--- config.mk ---
export PLATFORM = sky130hd
export DESIGN_NAME = johnson_phase_decoder
export DESIGN_NICKNAME = d
export VERILOG_FILES = /design/src/rtl/johnson_pkg.sv /design/src/rtl/johnson_code_check.sv /design/src/rtl/johnson_phase_decoder.sv
export SDC_FILE = /design/constraint.sdc
export NUM_CORES = 1
export LEC_CHECK = 0
export CAP_MARGIN = 5
export CORE_MARGIN = 1.5
export CORE_UTILIZATION = 57
export CTS_CLUSTER_DIAMETER = 30
export DETAILED_ROUTE_END_ITERATION = 16
export DONT_BUFFER_PORTS = 1
export PLACE_DENSITY = 0.8
export SYNTH_ARGS = -nofsm -noshare
export SYNTH_HDL_FRONTEND = slang
export SYNTH_SLANG_ARGS = --single-unit
--- constraint.sdc ---
create_clock -name clk -period 1.6 [get_ports clk]
set_input_delay 0.16 -clock clk [delete_from_list [all_inputs] [get_ports clk]]
set_output_delay 0.16 -clock clk [all_outputs]
set_load 0.02 [all_outputs]
--- src/rtl/johnson_pkg.sv ---
// Shared definitions for the Johnson phase decoder: index-width helper,
// the code decode function and the step classification enum.
package johnson_pkg;

    // Widest Johnson code the decode helper understands, and the width of the
    // index it returns (2*32 = 64 phases fits in 8 bits).
    localparam int JC_MAX_W = 32;
    localparam int JC_IDX_W = 8;

    // How a legal sample relates to the previously decoded phase.
    typedef enum logic [1:0] {
        STEP_HOLD,
        STEP_ADV,
        STEP_JUMP
    } step_t;

    typedef struct packed {
        logic                legal;
        logic [JC_IDX_W-1:0] idx;
    } jc_dec_t;

    // Width of a phase index for an n-bit Johnson counter (2n phases).
    function automatic int idx_width(input int n);
        return (2 * n <= 2) ? 1 : $clog2(2 * n);
    endfunction

    // Decode the low n bits of code. The first half of the sequence fills
    // with ones from the MSB (index = number of ones); the second half drains
    // them so the ones sit at the LSB end (index = 2n - number of ones).
    function automatic jc_dec_t jc_decode(input logic [JC_MAX_W-1:0] code, input int n);
        jc_dec_t r;
        int      ones;
        logic    from_msb;
        logic    ok;
        ones = 0;
        for (int i = 0; i < JC_MAX_W; i++) begin
            if (i < n && code[i]) begin
                ones++;
            end
        end
        from_msb = code[n-1] || (ones == 0);
        ok = 1'b1;
        for (int i = 0; i < JC_MAX_W; i++) begin
            if (i < n) begin
                if (from_msb) begin
                    if (code[i] != (i >= n - ones)) begin
                        ok = 1'b0;
                    end
                end else begin
                    if (code[i] != (i < ones)) begin
                        ok = 1'b0;
                    end
                end
            end
        end
        r.legal = ok;
        r.idx   = from_msb ? JC_IDX_W'(ones) : JC_IDX_W'(2 * n - ones);
        return r;
    endfunction

endpackage

--- src/rtl/johnson_code_check.sv ---
// Purely combinational legality check and phase-index decode of one
// Johnson code word.
module johnson_code_check
    import johnson_pkg::*;
#(
    parameter int N  = 4,
    parameter int IW = 3
) (
    input  logic [N-1:0]  jc_in,
    output logic          legal,
    output logic [IW-1:0] idx
);

    logic [JC_MAX_W-1:0] code_ext;
    jc_dec_t             dec;

    // Zero-extend the code and run the shared decode function on it.
    always_comb begin
        code_ext         = '0;
        code_ext[N-1:0]  = jc_in;
        dec              = jc_decode(code_ext, N);
        legal            = dec.legal;
        idx              = IW'(dec.idx);
    end

endmodule

--- src/rtl/johnson_phase_decoder.sv ---
// Johnson phase decoder: registers each valid code sample, decodes it to a
// phase index and one-hot bus, checks continuity, counts rotations and
// tracks errors. Define JDEC_ERR_CNT_EN to build the saturating error
// counter; otherwise err_cnt is tied to zero.
module johnson_phase_decoder
    import johnson_pkg::*;
#(
    parameter  int N  = 4,
    parameter  int CW = 8,
    localparam int IW = idx_width(N)
) (
    input  logic          clk,
    input  logic          rst,
    input  logic [N-1:0]  jc_in,
    input  logic          jc_valid,
    input  logic          clr_err,
    output logic          out_valid,
    output logic [IW-1:0] phase_idx,
    output logic [2*N-1:0] phase_onehot,
    output logic          illegal,
    output logic          jump,
    output logic          wrap_pulse,
    output logic [CW-1:0] cycle_cnt,
    output logic          err_sticky,
    output logic [CW-1:0] err_cnt
);

    localparam int          P        = 2 * N;
    localparam logic [IW-1:0] LAST_IDX = IW'(P - 1);

    logic          dec_legal;
    logic [IW-1:0] dec_idx;

    // phase_idx_q only changes on legal samples, so it doubles as the
    // previous legal index used for the continuity check.
    logic           out_valid_q,  out_valid_d;
    logic [IW-1:0]  phase_idx_q,  phase_idx_d;
    logic [P-1:0]   onehot_q,     onehot_d;
    logic           illegal_q,    illegal_d;
    logic           jump_q,       jump_d;
    logic           wrap_q,       wrap_d;
    logic [CW-1:0]  cycle_cnt_q,  cycle_cnt_d;
    logic           err_sticky_q, err_sticky_d;
    logic           have_prev_q,  have_prev_d;

    logic [IW-1:0]  next_idx;
    logic           accept;
    logic           tracked;
    logic           err_event;
    step_t          step;

    johnson_code_check #(
        .N  (N),
        .IW (IW)
    ) u_code_check (
        .jc_in (jc_in),
        .legal (dec_legal),
        .idx   (dec_idx)
    );

    // Classify a legal sample against the previous phase.
    always_comb begin
        next_idx = (phase_idx_q == LAST_IDX) ? '0 : phase_idx_q + IW'(1);
        if (dec_idx == phase_idx_q) begin
            step = STEP_HOLD;
        end else if (dec_idx == next_idx) begin
            step = STEP_ADV;
        end else begin
            step = STEP_JUMP;
        end
    end

    // Next-state computation for all registered outputs and tracking state.
    always_comb begin
        accept    = jc_valid & dec_legal;
        tracked   = accept & have_prev_q;
        illegal_d = jc_valid & ~dec_legal;
        jump_d    = tracked & (step == STEP_JUMP);
        wrap_d    = tracked & (phase_idx_q == LAST_IDX) & (dec_idx == '0);
        err_event = illegal_d | jump_d;

        out_valid_d = jc_valid;
        phase_idx_d = accept ? dec_idx : phase_idx_q;
        have_prev_d = have_prev_q | accept;
        cycle_cnt_d = wrap_d ? cycle_cnt_q + CW'(1) : cycle_cnt_q;

        onehot_d = onehot_q;
        if (jc_valid) begin
            onehot_d = '0;
            if (dec_legal) begin
                onehot_d[dec_idx] = 1'b1;
            end
        end

        err_sticky_d = err_sticky_q;
        if (err_event) begin
            err_sticky_d = 1'b1;
        end else if (clr_err) begin
            err_sticky_d = 1'b0;
        end
    end

    // Sample registers with asynchronous active-low reset.
    always_ff @(posedge clk or negedge rst) begin
        if (!rst) begin
            out_valid_q  <= 1'b0;
            phase_idx_q  <= '0;
            onehot_q     <= '0;
            illegal_q    <= 1'b0;
            jump_q       <= 1'b0;
            wrap_q       <= 1'b0;
            cycle_cnt_q  <= '0;
            err_sticky_q <= 1'b0;
            have_prev_q  <= 1'b0;
        end else begin
            out_valid_q  <= out_valid_d;
            phase_idx_q  <= phase_idx_d;
            onehot_q     <= onehot_d;
            illegal_q    <= illegal_d;
            jump_q       <= jump_d;
            wrap_q       <= wrap_d;
            cycle_cnt_q  <= cycle_cnt_d;
            err_sticky_q <= err_sticky_d;
            have_prev_q  <= have_prev_d;
        end
    end

`ifdef JDEC_ERR_CNT_EN
    logic [CW-1:0] err_cnt_q, err_cnt_d;

    // Saturating error count; a new event in a clearing cycle restarts at 1.
    always_comb begin
        err_cnt_d = err_cnt_q;
        if (err_event) begin
            if (clr_err) begin
                err_cnt_d = CW'(1);
            end else if (err_cnt_q != '1) begin
                err_cnt_d = err_cnt_q + CW'(1);
            end
        end else if (clr_err) begin
            err_cnt_d = '0;
        end
    end

    // Error counter register.
    always_ff @(posedge clk or negedge rst) begin
        if (!rst) begin
            err_cnt_q <= '0;
        end else begin
            err_cnt_q <= err_cnt_d;
        end
    end

    assign err_cnt = err_cnt_q;
`else
    assign err_cnt = '0;
`endif

    assign out_valid    = out_valid_q;
    assign phase_idx    = phase_idx_q;
    assign phase_onehot = onehot_q;
    assign illegal      = illegal_q;
    assign jump         = jump_q;
    assign wrap_pulse   = wrap_q;
    assign cycle_cnt    = cycle_cnt_q;
    assign err_sticky   = err_sticky_q;

endmodule

==> reports/summary.txt, run 1 <==
SYNTHESIS
-----------------------------------------------------------------------------------------
Post-synthesis cell type with the largest combined area                           dfrtp_1
Avg Inst Size Synth                                                              10.3 µm²
EDFF count, synth                                                                       0
Area share of the leading cell type in the synthesized netlist                      34.5%
Proportion of register bits with asynchronous set or reset after synthesis           100%
Count of mapped cells out of synthesis                                                176
Yosys synthesis warning count                                                           0
Distinct cell type count of the synthesized netlist                                    47
Synth top area cells                                                         dfrtp_1 (34%), ha_1 (8.3%), xnor2_1 (7.7%)
Sequential cell area fraction in the yosys report                                   34.5%
Commonest register cell after synthesis                                           dfrtp_1
Post-Syn Area                                                                    1810 µm²
Synthesis-stage register bit count                                                     25

PWR
-----------------------------------------------------------------------------------------
Combinational power share                                                           55.5%
Areal power density over the cells                                             993 nW/µm²
Max VDD drop                                                                     0.811 mV
Internal power                                                                  0.00145 W
Clock power frac                                                                    11.8%
Reported net switching power                                                   0.000991 W
Fraction of power spent switching nets                                              40.6%
Leakage power                                                                     1.04 nW
Post-layout total power                                                         0.00244 W
Power share of the sequential group                                                 32.7%

FLOORPLAN
-----------------------------------------------------------------------------------------
Die Height                                                                        59.4 µm
Die width                                                                         59.4 µm
Floorplan core area                                                              3030 µm²
Starting density of the core                                                        59.9%
FP Rows                                                                                20
Die Outline Area                                                                 3530 µm²
Boundary pin count                                                                     40

RUN STATUS
-----------------------------------------------------------------------------------------
Run status                                                                   finished, violations left
Violated checks                                                              setup timing

GRT
-----------------------------------------------------------------------------------------
Vias in the first global route                                                       1657
Overall fraction of global-route tracks in use                                      28.0%
Pin count of the biggest net entering global routing                                   26
First-pass GRT wire length                                                        7360 µm
M3 GR Usage                                                                         6.11%
Overall overflow remaining after global route                                           0
GRT met1 Usage                                                                      31.9%
Most used routing layer                                                              met2
Initial antenna violation count                                                         0
Global routing met2 resource utilization                                            51.0%

TIMING
-----------------------------------------------------------------------------------------
Max Slew Vio Count                                                                      0
Peak Freq                                                                         337 MHz
Final number of setup-violating endpoints                                              24
Final number of hold-violating endpoints                                                0
Final clock skew                                                                  7.54 ps
Worst hold slack                                                                  51.3 ps
Unrepaired setup endpoints after global routing                                      true
Final total negative setup slack                                                -31300 ps
Fin crit period                                                                   2970 ps
Transition time at the pin with the least slew margin                             1100 ps
Share of the clock period used by the worst path after layout                        186%
Setup ws final                                                                   -1370 ps
Worst slew margin relative to its limit                                             26.1%

CRITICAL PATH
-----------------------------------------------------------------------------------------
CP endpoint kind                                                                 register
Category of the worst setup path launch point                                   input pin
Start-to-end type of the worst setup path                                          in2reg
Required time reported for the critical path endpoint                             1830 ps
Critical path arrival                                                             3210 ps
Maximum fanout count along the critical path                                            6

CELLS AND AREA
-----------------------------------------------------------------------------------------
Count of non-filler cells in the finished layout                                      264
Number of nets in the final layout                                                    241
Area delta synth->final                                                             35.7%
Fraction of layout cells with a size suffix above 1                                 43.6%
Number of antenna cells inserted                                                        0

CTS
-----------------------------------------------------------------------------------------
Clock tree sinks                                                                       25
CTS Buffer Depth                                                                        2
Clock-pin transition on the worst setup and hold timing paths                      140 ps
Clock insertion delay at the later pin of the skew report                          330 ps
Number of levels the H-tree was split into                                              1
CTS tree                                                                              yes
Number of buffers inserted during clock tree synthesis                                  3
Buffer type at the clock tree root                                               clkbuf_4

DETAILED ROUTING
-----------------------------------------------------------------------------------------
Final WL                                                                          4670 µm
Routed vias                                                                          1540
Initial DRC Count                                                                      75
Via density per instance                                                             5.83
Per-cell routed wire length                                                       17.7 µm
Iteration count of the initial detailed-routing pass                                    4
DRC violation count after routing                                                       0
Number of routed nets with antenna violations                                           0

PLACE
-----------------------------------------------------------------------------------------
Placed instance count                                                                 255
HPWL after DPL                                                                    3240 µm
Total of buffers placed on input and output ports                                       0
GP Congestion                                                                       0.846

RUN
-----------------------------------------------------------------------------------------
Count of maximum capacitance violations                                                 0

WORST HOLD PATH
-----------------------------------------------------------------------------------------
Worst hold path type                                                               in2reg

## stage by stage
step / util, % / setup WS (ps) / cell area (µm²)
final: 81.3 / -1370 / 2460
after global routing: 81.3 / -1420 / 2460
after CTS: 79.5 / -1350 / 2410
after detailed placement: 73.0 / -1940 / 2210
after global placement: 73.0 / -1810 / 2210
after floorplan: - / -1630 / 1960
## layer usage
metal	vias to the layer above	part of all wire, %	wire length, µm
met3	21	4.0	188
li1	695	-	-
met2	51	55	2560
met1	773	37	1750
met5	-	0	0
met4	0	3.8	178
## critical path, stage by stage
cell and delay (ps):
ha_4 130, nor2b_4 120, or2_4 250, ha_4 270, nor2b_2 40, a211o_2 300
or2b_1 260, ha_4 280, nand2b_4 130, nor2_4 30, and3_4 160, o31a_1 270
a41oi_4 210, buf_12 160, nand3_4 110, mux2_4 320
## synthesized netlist by cell type, types with 2 or more instances
library cell and instances:
nor2_1 7, ha_1 12, xor2_1 4, nand3_1 3
a21oi_1 2, nand2b_1 4, nand3_4 2, and3_2 2
dfrtp_1 25, inv_1 15, nand2_1 9, or2_2 2
buf_6 4, and3_1 5, o31ai_1 3, mux2_2 3
conb_1 2, nand4_1 9, xnor2_1 16, o32ai_1 8
or2b_1 2, buf_4 8, nor2b_1 4, o31a_1 2
## registers in the layout, indices dropped and copies added (netlist names)
signal / count
jump: 1
phase_idx: 3
cycle_cnt: 8
have_prev_q: 1
phase_onehot: 8
err_sticky: 1
out_valid: 1
wrap_pulse: 1
illegal: 1
## logic make-up (layout without fill, tap and decap cells)
logic type	count (synthesis)	after routing	synth area share [%]
AOI/OAI and AO/OA	24	24	12.3
xor gates and xnor gates	21	21	10.6
adders and majority gates	12	12	8.28
buffers and inverters	28	64	9.38
DFF	25	25	34.5
muxes	5	5	3.24
other	2	9	0.414
and+or+nand+nor	59	60	21.3
## power groups by stage
stage / registers (W) / logic, W / clock network (W)
after detailed placement: 0.000809 / 0.00117 / 0
after global placement: 0.000808 / 0.00110 / 0
after global routing: 0.000809 / 0.00146 / 0.000319
after floorplan: 0.000883 / 0.000734 / 0
after CTS: 0.000799 / 0.00129 / 0.000292
final: 0.000799 / 0.00136 / 0.000289
## layout make-up
class                           count  area (µm²)
Clock inverter                      1        7.51
Tap cell                           44        55.1
Sequential cell                    25         626
Clock buffer                        3        22.5
Timing Repair Buffer               45         370
Inverter                           15        56.3
Multi-Input combinational cell    131        1320
Fill cell                         185         567
## final timing paths
kind | depth (start not counted) | slack, ps | from | to
setup / recovery | 16 | -1370 | jc_in[0] | phase_idx[0]
hold / removal | 2 | 50 | clr_err | err_sticky
setup reg to reg | 7 | -130 | phase_idx[0] | err_sticky
hold reg to reg | 1 | 530 | cycle_cnt[2] | cycle_cnt[2]
max in group asynchronous | 1 | 470 | rst | phase_onehot[2]
min in group asynchronous | 1 | 470 | rst | illegal
## what timing repair did
action / 4_1_cts / 5_1_grt
endpoints found under the hold margin: 36 / 0
endpoints found under the setup margin: 24 / 24
pin swaps: 17 / 10
hold buffers: 2 / 0
setup buffers: 2 / 0
gates cloned: 1 / 0
resized for setup: 20 / 10
## layout by cell type, fill, tap and decap left out, types with 3 or more instances in the layout
cell | netlist | final
nand4_1 | 9 | 9
and3_4 | 1 | 3
xnor2_1 | 16 | 16
nor2_1 | 7 | 6
nand2_1 | 9 | 8
inv_2 | 0 | 3
mux2_2 | 3 | 3
inv_1 | 15 | 12
conb_1 | 2 | 9
ha_1 | 12 | 7
clkbuf_4 | 0 | 3
dfrtp_1 | 25 | 25
ha_4 | 0 | 4
buf_4 | 8 | 39
nand3_4 | 2 | 3
and3_1 | 5 | 5
o32ai_2 | 0 | 6
No activity file was read; power rests on OpenSTA's default activity.
==> run 2, diff against run 1 <==
- SETUP_SLACK_MARGIN: default -> 0.3
==> reports/summary.txt, run 2 (same netlist as run 1, synthesis figures left out) <==
CTS
-------------------------------------------------------------------------------------
Clock tree sinks                                                                   25
CTS tree                                                                          yes
Clock insertion delay at the later pin of the skew report                      330 ps
Number of levels the H-tree was split into                                          1
Number of buffers inserted during clock tree synthesis                              3
Clock-pin transition on the worst setup and hold timing paths                  140 ps
CTS Buffer Depth                                                                    2
Buffer type at the clock tree root                                           clkbuf_4

RUN
-------------------------------------------------------------------------------------
Count of maximum capacitance violations                                             0

CRITICAL PATH
-------------------------------------------------------------------------------------
Category of the worst setup path launch point                               input pin
Critical path arrival                                                         3210 ps
CP endpoint kind                                                             register
Cell family with most CP delay                                           simple AND/OR/NAND/NOR gates
Reg-to-Reg Start                                                         phase_idx[0]
CP Launch Point                                                              jc_in[0]
Reg2Reg Depth                                                                       7
Worst setup slack for register-to-register paths                              -130 ps
Start-to-end type of the worst setup path                                      in2reg
Reg-to-Reg End                                                             err_sticky
Worst-path cell chain                                                    ha_4, nor2b_4, or2_4, ha_4, nor2b_2, a211o_2, or2b_1, ha_4, nand2b_4, nor2_4, and3_4, o31a_1, a41oi_4, buf_12, nand3_4, mux2_4
Worst Path Buf+Inv                                                                  1
Capturing instance or port of the critical path                          phase_idx[0]
Worst path depth                                                                   16
Largest incremental delay on the critical path                                 320 ps
Cell mode on critical path                                                       ha_4
Required time reported for the critical path endpoint                         1830 ps
Crit path max-delay cell type                                                  mux2_4
Maximum fanout count along the critical path                                        6

FLOORPLAN
-------------------------------------------------------------------------------------
FP Rows                                                                            20
Die Height                                                                    59.4 µm
Floorplan core area                                                          3030 µm²
Boundary pin count                                                                 40
Die width                                                                     59.4 µm
Die Outline Area                                                             3530 µm²
Starting density of the core                                                    59.9%

TIMING
-------------------------------------------------------------------------------------
Unrepaired setup endpoints after global routing                                  true
Final clock skew                                                              7.54 ps
Max Slew Vio Count                                                                  0
Peak Freq                                                                     337 MHz
Final number of hold-violating endpoints                                            0
Worst hold slack                                                              51.3 ps
Worst slew margin relative to its limit                                         26.6%
Transition time at the pin with the least slew margin                         1100 ps
Final number of setup-violating endpoints                                          24
Fin crit period                                                               2970 ps
Setup ws final                                                               -1370 ps
Share of the clock period used by the worst path after layout                    186%

CELLS AND AREA
-------------------------------------------------------------------------------------
Most frequent cells in the layout                                        buf_4 (39), dfrtp_1 (25), xnor2_1 (16)
Count of non-filler cells in the finished layout                                  264
Area delta synth->final                                                         35.8%
Fraction of layout cells with a size suffix above 1                             43.6%
Most frequent standard cell in the layout excluding fill and tap cells          buf_4
Final Util                                                                      81.4%
Number of nets in the final layout                                                241
Finished Cell Area                                                           2460 µm²
Number of antenna cells inserted                                                    0

WORST HOLD PATH
-------------------------------------------------------------------------------------
Hold_sp                                                                       clr_err
Worst hold path type                                                           in2reg

PLACE
-------------------------------------------------------------------------------------
HPWL after DPL                                                                3240 µm
Post-detailed-placement cell area                                            2210 µm²
GP Congestion                                                                   0.846
Placed instance count                                                             255
Total of buffers placed on input and output ports                                   0

DETAILED ROUTING
-------------------------------------------------------------------------------------
DRC violation count after routing                                                   0
Routed vias                                                                      1540
Final WL                                                                      4680 µm
Via density per instance                                                         5.83
Iteration count of the initial detailed-routing pass                                4
Initial DRC Count                                                                  75
Number of routed nets with antenna violations                                       0
Per-cell routed wire length                                                   17.7 µm

GRT
-------------------------------------------------------------------------------------
Overall fraction of global-route tracks in use                                  28.0%
Pin count of the biggest net entering global routing                               26
First-pass GRT wire length                                                    7360 µm
Vias in the first global route                                                   1657
Initial antenna violation count                                                     0
Overall overflow remaining after global route                                       0

PWR
-------------------------------------------------------------------------------------
Max VDD drop                                                                 0.811 mV
Post-layout total power                                                     0.00244 W
Areal power density over the cells                                         992 nW/µm²
Leakage power                                                                 1.05 nW

RUN STATUS
-------------------------------------------------------------------------------------
Violated checks                                                          setup timing
Run status                                                               finished, violations left

run 2: cell count changes in the layout (fill, tap and decap cells not counted), sizes merged:
| cell | change |
|---|---|
| dlygate4sd3 | -1 |
| dlymetal6s4s | +1 |
run 2: worst min-delay path by stage:
stage,end,slack [ps],depth (start not counted)
after floorplan,cycle_cnt[0],-140,0
after global placement,cycle_cnt[1],-130,0
after detailed placement,illegal,-140,0
after CTS,phase_onehot[4],40,2
after global routing,err_sticky,40,2
final,err_sticky,50,2
run 2: cell type report:
| class | instances | area [µm²] |
|---|---|---|
| fillers | 185 | 564 |
| inverters | 15 | 56.3 |
| clock inverters | 1 | 7.51 |
| flip-flops and latches | 25 | 626 |
| multi-input cells | 131 | 1320 |
| clock buffers | 3 | 22.5 |
| repair buffers | 45 | 373 |
| well taps | 44 | 55.1 |
run 2: through the flow:
| stage | setup TNS, ps | worst slack [ps] |
|---|---|---|
| detailed placement | -44320 | -1940 |
| CTS | -30970 | -1350 |
| finish | -31300 | -1370 |
| global placement | -41730 | -1810 |
| floorplan | -34970 | -1630 |
| global route | -32760 | -1420 |
run 2: per-layer routing:
| metal | part of all wire (%) | global-route usage [%] | wire (µm) | up-vias |
|---|---|---|---|---|
| met3 | 4.0 | 6.11 | 188 | 21 |
| met5 | 0 | 0 | 0 | - |
| met4 | 3.8 | 9.74 | 178 | 0 |
| met1 | 37 | 31.9 | 1750 | 773 |
| li1 | - | - | - | 695 |
| met2 | 55 | 51.0 | 2560 | 51 |
run 2: what timing repair did:
item / CTS / global route
endpoints found under the setup margin: 24 / 49
endpoints found under the hold margin: 36 / 0
resized for setup: 20 / 11
gates cloned: 1 / 0
pin swaps: 17 / 10
buffers inserted: 2 / 0
hold buffers: 2 / 0
run 2: power breakdown:
part           leakage [nW]  total [W]  switching, W  internal, W
clock                0.0139   0.000289      0.000193    0.0000959
combinational         0.707    0.00136      0.000708     0.000648
sequential            0.329   0.000799     0.0000900     0.000709
total                  1.05    0.00244      0.000991      0.00145
run 2: worst register-to-register path, delay by kind of cell (launching register included):
kind	cells	cell delay, ps
AOI/OAI and AO/OA	2	440
xor gates and xnor gates	1	140
adders and majority gates	2	390
DFF	1	420
and+or+nand+nor	2	240
==> run 3, diff against run 2 <==
- CTS_CLUSTER_SIZE: default -> 28
==> results of run 3 <==
Same layout as run 2: the final DEF is identical, and so are final timing and power.
